==> src/rtl/skew_pkg.sv <==
// Shared types and delay helpers for the per-lane skew buffer.
// Used by skew_lane and skew_buf.
package skew_pkg;

  typedef enum logic {
    SKEW_FWD,
    SKEW_REV
  } skew_mode_e;

  typedef enum logic [1:0] {
    IDLE,
    RUN,
    DRAIN
  } skew_state_e;

  function automatic int lane_delay(
    skew_mode_e mode,
    int base,
    int dim,
    int i
  );
    return (mode == SKEW_FWD) ? base + i : base + dim - 1 - i;
  endfunction

  function automatic int max_delay(int base, int dim);
    return base + dim - 1;
  endfunction

endpackage

==> src/rtl/skew_lane.sv <==
// One lane of the skew buffer: a DEPTH-stage {valid,data} shift chain.
// Stage 0 takes the fill word; the last stage is the lane output.
module skew_lane #(
  parameter int DEPTH = 1,
  parameter int BITS  = 8
) (
  input  logic            clk,
  input  logic            rst_n,
  input  logic            shift_i,
  input  logic            fill_valid_i,
  input  logic [BITS-1:0] fill_data_i,
  output logic            out_valid_o,
  output logic [BITS-1:0] out_data_o,
  output logic            any_q_o,
  output logic            any_d_o
);

  logic [DEPTH-1:0]           valid_q, valid_d;
  logic [DEPTH-1:0][BITS-1:0] data_q, data_d;

  always_comb begin
    valid_d = valid_q;
    data_d  = data_q;
    if (shift_i) begin
      valid_d[0] = fill_valid_i;
      data_d[0]  = fill_data_i;
      for (int s = 1; s < DEPTH; s++) begin
        valid_d[s] = valid_q[s-1];
        data_d[s]  = data_q[s-1];
      end
    end
  end

  always_ff @(posedge clk) begin
    if (!rst_n) begin
      valid_q <= '0;
      data_q  <= '0;
    end else begin
      valid_q <= valid_d;
      data_q  <= data_d;
    end
  end

  assign out_valid_o = valid_q[DEPTH-1];
  assign out_data_o  = data_q[DEPTH-1];
  assign any_q_o     = |valid_q;
  assign any_d_o     = |valid_d;

endmodule

==> src/rtl/skew_buf.sv <==
// Per-lane skew/de-skew delay buffer with a drain FSM.
// SKEW_BUF_ZERO_FILL_EN masks Bout to 0 on lanes whose valid is low.
module skew_buf
  import skew_pkg::*;
#(
  parameter int         BITS_AB = 8,
  parameter int         DIM     = 8,
  parameter int         BASE    = DIM,
  parameter skew_mode_e MODE    = SKEW_FWD
) (
  input  logic                        clk,
  input  logic                        rst_n,
  input  logic                        en,
  input  logic                        in_valid,
  input  logic [DIM-1:0][BITS_AB-1:0] Bin,
  input  logic                        drain,
  output logic                        in_ready,
  output logic [DIM-1:0][BITS_AB-1:0] Bout,
  output logic [DIM-1:0]              Bout_valid,
  output logic                        busy,
  output logic                        drain_done
);

  localparam int MAXD = max_delay(BASE, DIM);
  localparam int CW   = $clog2(MAXD + 1);

  skew_state_e                 state_q, state_d;
  logic [CW-1:0]               cnt_q, cnt_d;
  logic                        done_q, done_d;
  logic                        shift;
  logic                        fill_v;
  logic [DIM-1:0]              any_q, any_d;
  logic [DIM-1:0][BITS_AB-1:0] last_data;

  always_comb begin
    state_d = state_q;
    cnt_d   = cnt_q;
    done_d  = 1'b0;
    shift   = 1'b0;
    fill_v  = 1'b0;
    unique case (state_q)
      IDLE, RUN: begin
        shift  = en;
        fill_v = in_valid;
        if (drain) begin
          // Nothing in flight and nothing arriving: acknowledge at once.
          if (state_q == IDLE && !(en && in_valid)) begin
            shift  = 1'b0;
            done_d = 1'b1;
          end else begin
            state_d = DRAIN;
            cnt_d   = CW'(MAXD);
          end
        end else if (shift) begin
          state_d = (|any_d) ? RUN : IDLE;
        end
      end
      DRAIN: begin
        shift = 1'b1;
        cnt_d = cnt_q - 1'b1;
        if (cnt_q == CW'(1)) begin
          state_d = IDLE;
          done_d  = 1'b1;
        end
      end
      default: state_d = IDLE;
    endcase
  end

  always_ff @(posedge clk) begin
    if (!rst_n) begin
      state_q <= IDLE;
      cnt_q   <= '0;
      done_q  <= 1'b0;
    end else begin
      state_q <= state_d;
      cnt_q   <= cnt_d;
      done_q  <= done_d;
    end
  end

  for (genvar i = 0; i < DIM; i++) begin : g_lane
    localparam int D = lane_delay(MODE, BASE, DIM, i);
    logic [BITS_AB-1:0] fill_data;

    assign fill_data = (state_q == DRAIN) ? '0 : Bin[i];

    skew_lane #(
      .DEPTH(D),
      .BITS (BITS_AB)
    ) u_lane (
      .clk         (clk),
      .rst_n       (rst_n),
      .shift_i     (shift),
      .fill_valid_i(fill_v),
      .fill_data_i (fill_data),
      .out_valid_o (Bout_valid[i]),
      .out_data_o  (last_data[i]),
      .any_q_o     (any_q[i]),
      .any_d_o     (any_d[i])
    );

`ifdef SKEW_BUF_ZERO_FILL_EN
    assign Bout[i] = Bout_valid[i] ? last_data[i] : '0;
`else
    assign Bout[i] = last_data[i];
`endif
  end

  assign in_ready   = (state_q != DRAIN);
  assign busy       = (|any_q) || (state_q == DRAIN);
  assign drain_done = done_q;

endmodule
==> config.mk <==
export PLATFORM = sky130hd
export DESIGN_NAME = skew_buf
export DESIGN_NICKNAME = d
export VERILOG_FILES = /design/src/rtl/skew_pkg.sv /design/src/rtl/skew_lane.sv /design/src/rtl/skew_buf.sv
export SDC_FILE = /design/constraint.sdc
export NUM_CORES = 2
export LEC_CHECK = 0
export ABC_AREA = 0
export ABC_CLOCK_PERIOD_IN_PS = 5500
export BUFFER_PORTS_ARGS = -buffer_cell sky130_fd_sc_hd__buf_2
export CAP_MARGIN = 20
export CORE_UTILIZATION = 43
export DETAILED_ROUTE_END_ITERATION = 16
export GPL_TIMING_DRIVEN = 0
export PLACE_DENSITY = 0.66
export SETUP_SLACK_MARGIN = 0.4
export SLEW_MARGIN = 20
export SYNTH_ARGS = -nofsm -noshare
export SYNTH_HDL_FRONTEND = slang
export SYNTH_SLANG_ARGS = --single-unit
==> constraint.sdc <==
create_clock -name clk -period 5.5 [get_ports clk]
set_clock_uncertainty 0.15 [all_clocks]
set_input_delay 1.1 -clock clk [delete_from_list [all_inputs] [get_ports clk]]
set_output_delay 1.1 -clock clk [all_outputs]
set_load 0.02 [all_outputs]
==> impl_metrics.csv <==
group,metric,value,unit
clocking,htreeDepth,3,
clocking,clk_pin_slew,60,ps
yosys,syn_nets,3814,
global_routing,grt_use_total,0.1893,
finish,antennaDiodeCount,0,
floorplanning,fp.dieW,272.4,um
worst_setup_path,path_buf_inv,1,
yosys,synth_edf_count,0,
floorplanning,floorplan.initialDensity,0.4375,
floorplanning,core,71850,um^2
finish,layout_common_cells,"1647 x nand2_1, 835 x dfxtp_1, 500 x a21boi_1",
yosys,synthCells,3743,
finish,drive_above_1_share,0.1310,
global_routing,gr-total-overflow,0,
hold_path,holdCritStartpoint,"g_lane[5].u_lane.data_q[18]",
yosys,ys_async_sr_fraction,0,
finish,fin_nets,4046,
global_routing,grt_start_max_net_pins,15,
hold_path,min_path_cells,2,
route,ant_nets,0,
placed_design,place_congestion,0.8081,
floorplanning,dieArea,74200,um^2
timing,slew_headroom,0.3294,
power_and_ir_drop,vdd_drop_max,0.2945,mV
clocking,cts_buffer_depth,3,
timing,slew_violations,0,
yosys,syn_area,31440,um^2
timing,rsz0062_at_grt,"no",
yosys,yosys.area_share.simple,0.2089,
worst_setup_path,crit_top_cell,"nor4_1",
route,wl,70360,um
yosys,synth-compound-area-share,0.1955,
timing,tns,0,ps
timing,finalSetupViolCount,0,
timing,hold_violations,0,
power_and_ir_drop,cellPowerDensity,359.3,nW/um^2
yosys,synth_top_family_by_area,"simple AND/OR/NAND/NOR gates",
yosys,synth_area_leaders,"dfxtp_1 53%, nand2_1 20%, a21boi_1 12%",
placed_design,dp_hpwl,48880,um
placed_design,io_buffers,142,
worst_setup_path,critPathTopFamily,"simple AND/OR/NAND/NOR gates",
clocking,cts-root-buf,"clkbuf_16",
yosys,synthXorXnorAreaFrac,0.0005572,
timing,tightest_slew,1003,ps
timing,period_minus_slack,3965,ps
worst_setup_path,crit_type,"reg2out",
floorplanning,ios,144,
worst_setup_path,path_cells,"nor4_1 > nand3_1 > nor4_1 > nor3b_1 > nand4_1 > buf_2",
yosys,synth.mux.area_fraction,0,
worst_setup_path,cp-end-kind,"output port",
floorplanning,fp-row-count,98,
global_routing,antenna_found_initial,1,
worst_setup_path,max_stage_delay,380,ps
finish,final_common_cell,"nand2_1",
finish,syn_to_final_growth,15.14,%
clocking,clk_latency,640,ps
worst_setup_path,reg2reg_from,"state_q[1]",
worst_setup_path,cp_max_fo,3,
floorplanning,dieHeight,272.4,um
worst_setup_path,cp.depth,6,
clocking,cts_setup_buffers,0,
finish,fillers,6975,
clocking,cts-buffers-inserted,87,
global_routing,grt_pass1_vias,22960,
yosys,synth_cell_types,38,
yosys,yosysTopAreaCellShare,0.5317,
finish,stdcell_count,4996,
yosys,synth-seq-cells,835,
route,drc,0,
clocking,cts_resized,0,
power_and_ir_drop,power.leakage,12.81,nW
yosys,yosys_warnings,0,
clocking,cts_tree,"done",
worst_setup_path,cpMaxStageDelayCell,"dfxtp_1",
timing,fmax,0.2522,GHz
route,via_count,23990,
yosys,yosysTopAreaCell,"dfxtp_1",
worst_setup_path,critPathLaunch,"g_lane[4].u_lane.valid_q[10]",
route,drt_iter0_drc,1462,
worst_setup_path,crit_required,4250,ps
clocking,hold_buffers,0,
worst_setup_path,cp.arrival,2710,ps
route,wl_per_cell,14.08,um
route,first_pass_iters,5,
global_routing,grt_pass1_wl,115800,um
yosys,yosys.area_share.adder,0.0007960,
hold_path,min_path_type,"reg2reg",
route,viasPerCell,4.803,
yosys,seq_area_frac_synth,0.5317,
worst_setup_path,startpoint_type,"flop",
clocking,clock_sinks,835,
status,status,"finished, final reports clean",
placed_design,place_inst,4836,
timing,finalCritPeriodShare,0.7209,
yosys,avgSynthCellArea,8.399,um^2
run,drv_cap,0,
worst_setup_path,rr_worst_depth,5,
yosys,synth_ff_type,"dfxtp_1",
[metrics by stage]
step	setup WS (ps)	util	instance area, um^2	total power [W]	hold WS (ps)
CTS	1564	0.5038	36200	0.01315	286.2
global route	1270	0.5038	36200	0.01351	305.6
detailed placement	1859	0.4643	33360	0.007347	292.2
global placement	1590	0.4640	33340	0.007344	287.6
finish	1535	0.5038	36200	0.01300	286.4
floorplan	2828	-	31440	0.007003	281.0
[cells by family after synthesis]
| group | Yosys count |
|---|---|
| simple gates | 1710 |
| compound gates | 845 |
| flops | 835 |
| buf+inv | 349 |
| xor+xnor | 2 |
| fa+ha+maj | 2 |
[flip-flops by register name, summed over array words and instances, names as in the netlist]
signal                    flops
g_lane.u_lane.valid_q        92
g_lane.u_lane.data_q        672
cnt_q                         4
drain_done                    1
g_lane.u_lane.out_data_o     64
state_q                       2
[worst paths after layout]
kind,to,slack (ps)
max,busy,1540
max reg2reg,g_lane[2].u_lane.data_q[4],3120
min reg2reg,g_lane[5].u_lane.data_q[26],290
min,g_lane[5].u_lane.data_q[26],290
[synthesized netlist by cell type, drive strengths merged, types with 4 or more instances]
library cell     n
a21boi         759
a21oi           76
buf            241
clkbuf         105
dfxtp          835
nand2         1647
nand3            4
nor2             6
nor2b            9
nor3             9
nor4            18
[worst reg2reg max path: stages, from the launching register on]
cell and delay, ps:
dfxtp_1 450, and2b_4 220, inv_2 90, nand2_1 750
clkbuf_1 490, a21oi_1 90
[per-layer routing]
| layer | global-route usage | wire length, um |
|---|---|---|
| met5 | 0 | 0 |
| met4 | 0.05736 | 1508 |
| met3 | 0.02662 | 2899 |
| met2 | 0.3086 | 31620 |
| met1 | 0.2588 | 34330 |
[where the power goes]
part	switching (W)	leakage, nW	internal (W)
Sequential	0.0000449	6.74	0.00612
Clock	0.00246	1.39	0.00334
Combinational	0.000721	4.69	0.000317
[area by class of cell]
type | instances | area, um^2 | area share
clock buffers | 127 | 2517 | 0.06955
clock inverters | 33 | 315.3 | 0.008711
repair buffers | 143 | 725.7 | 0.02005
flip-flops and latches | 835 | 16720 | 0.4618
inverters | 3 | 11.26 | 0.0003111
multi-input cells | 2559 | 12770 | 0.3528
plain buffers | 346 | 1953 | 0.05396
well taps | 950 | 1189 | 0.03284
No activity file was read; power rests on OpenSTA's default activity.
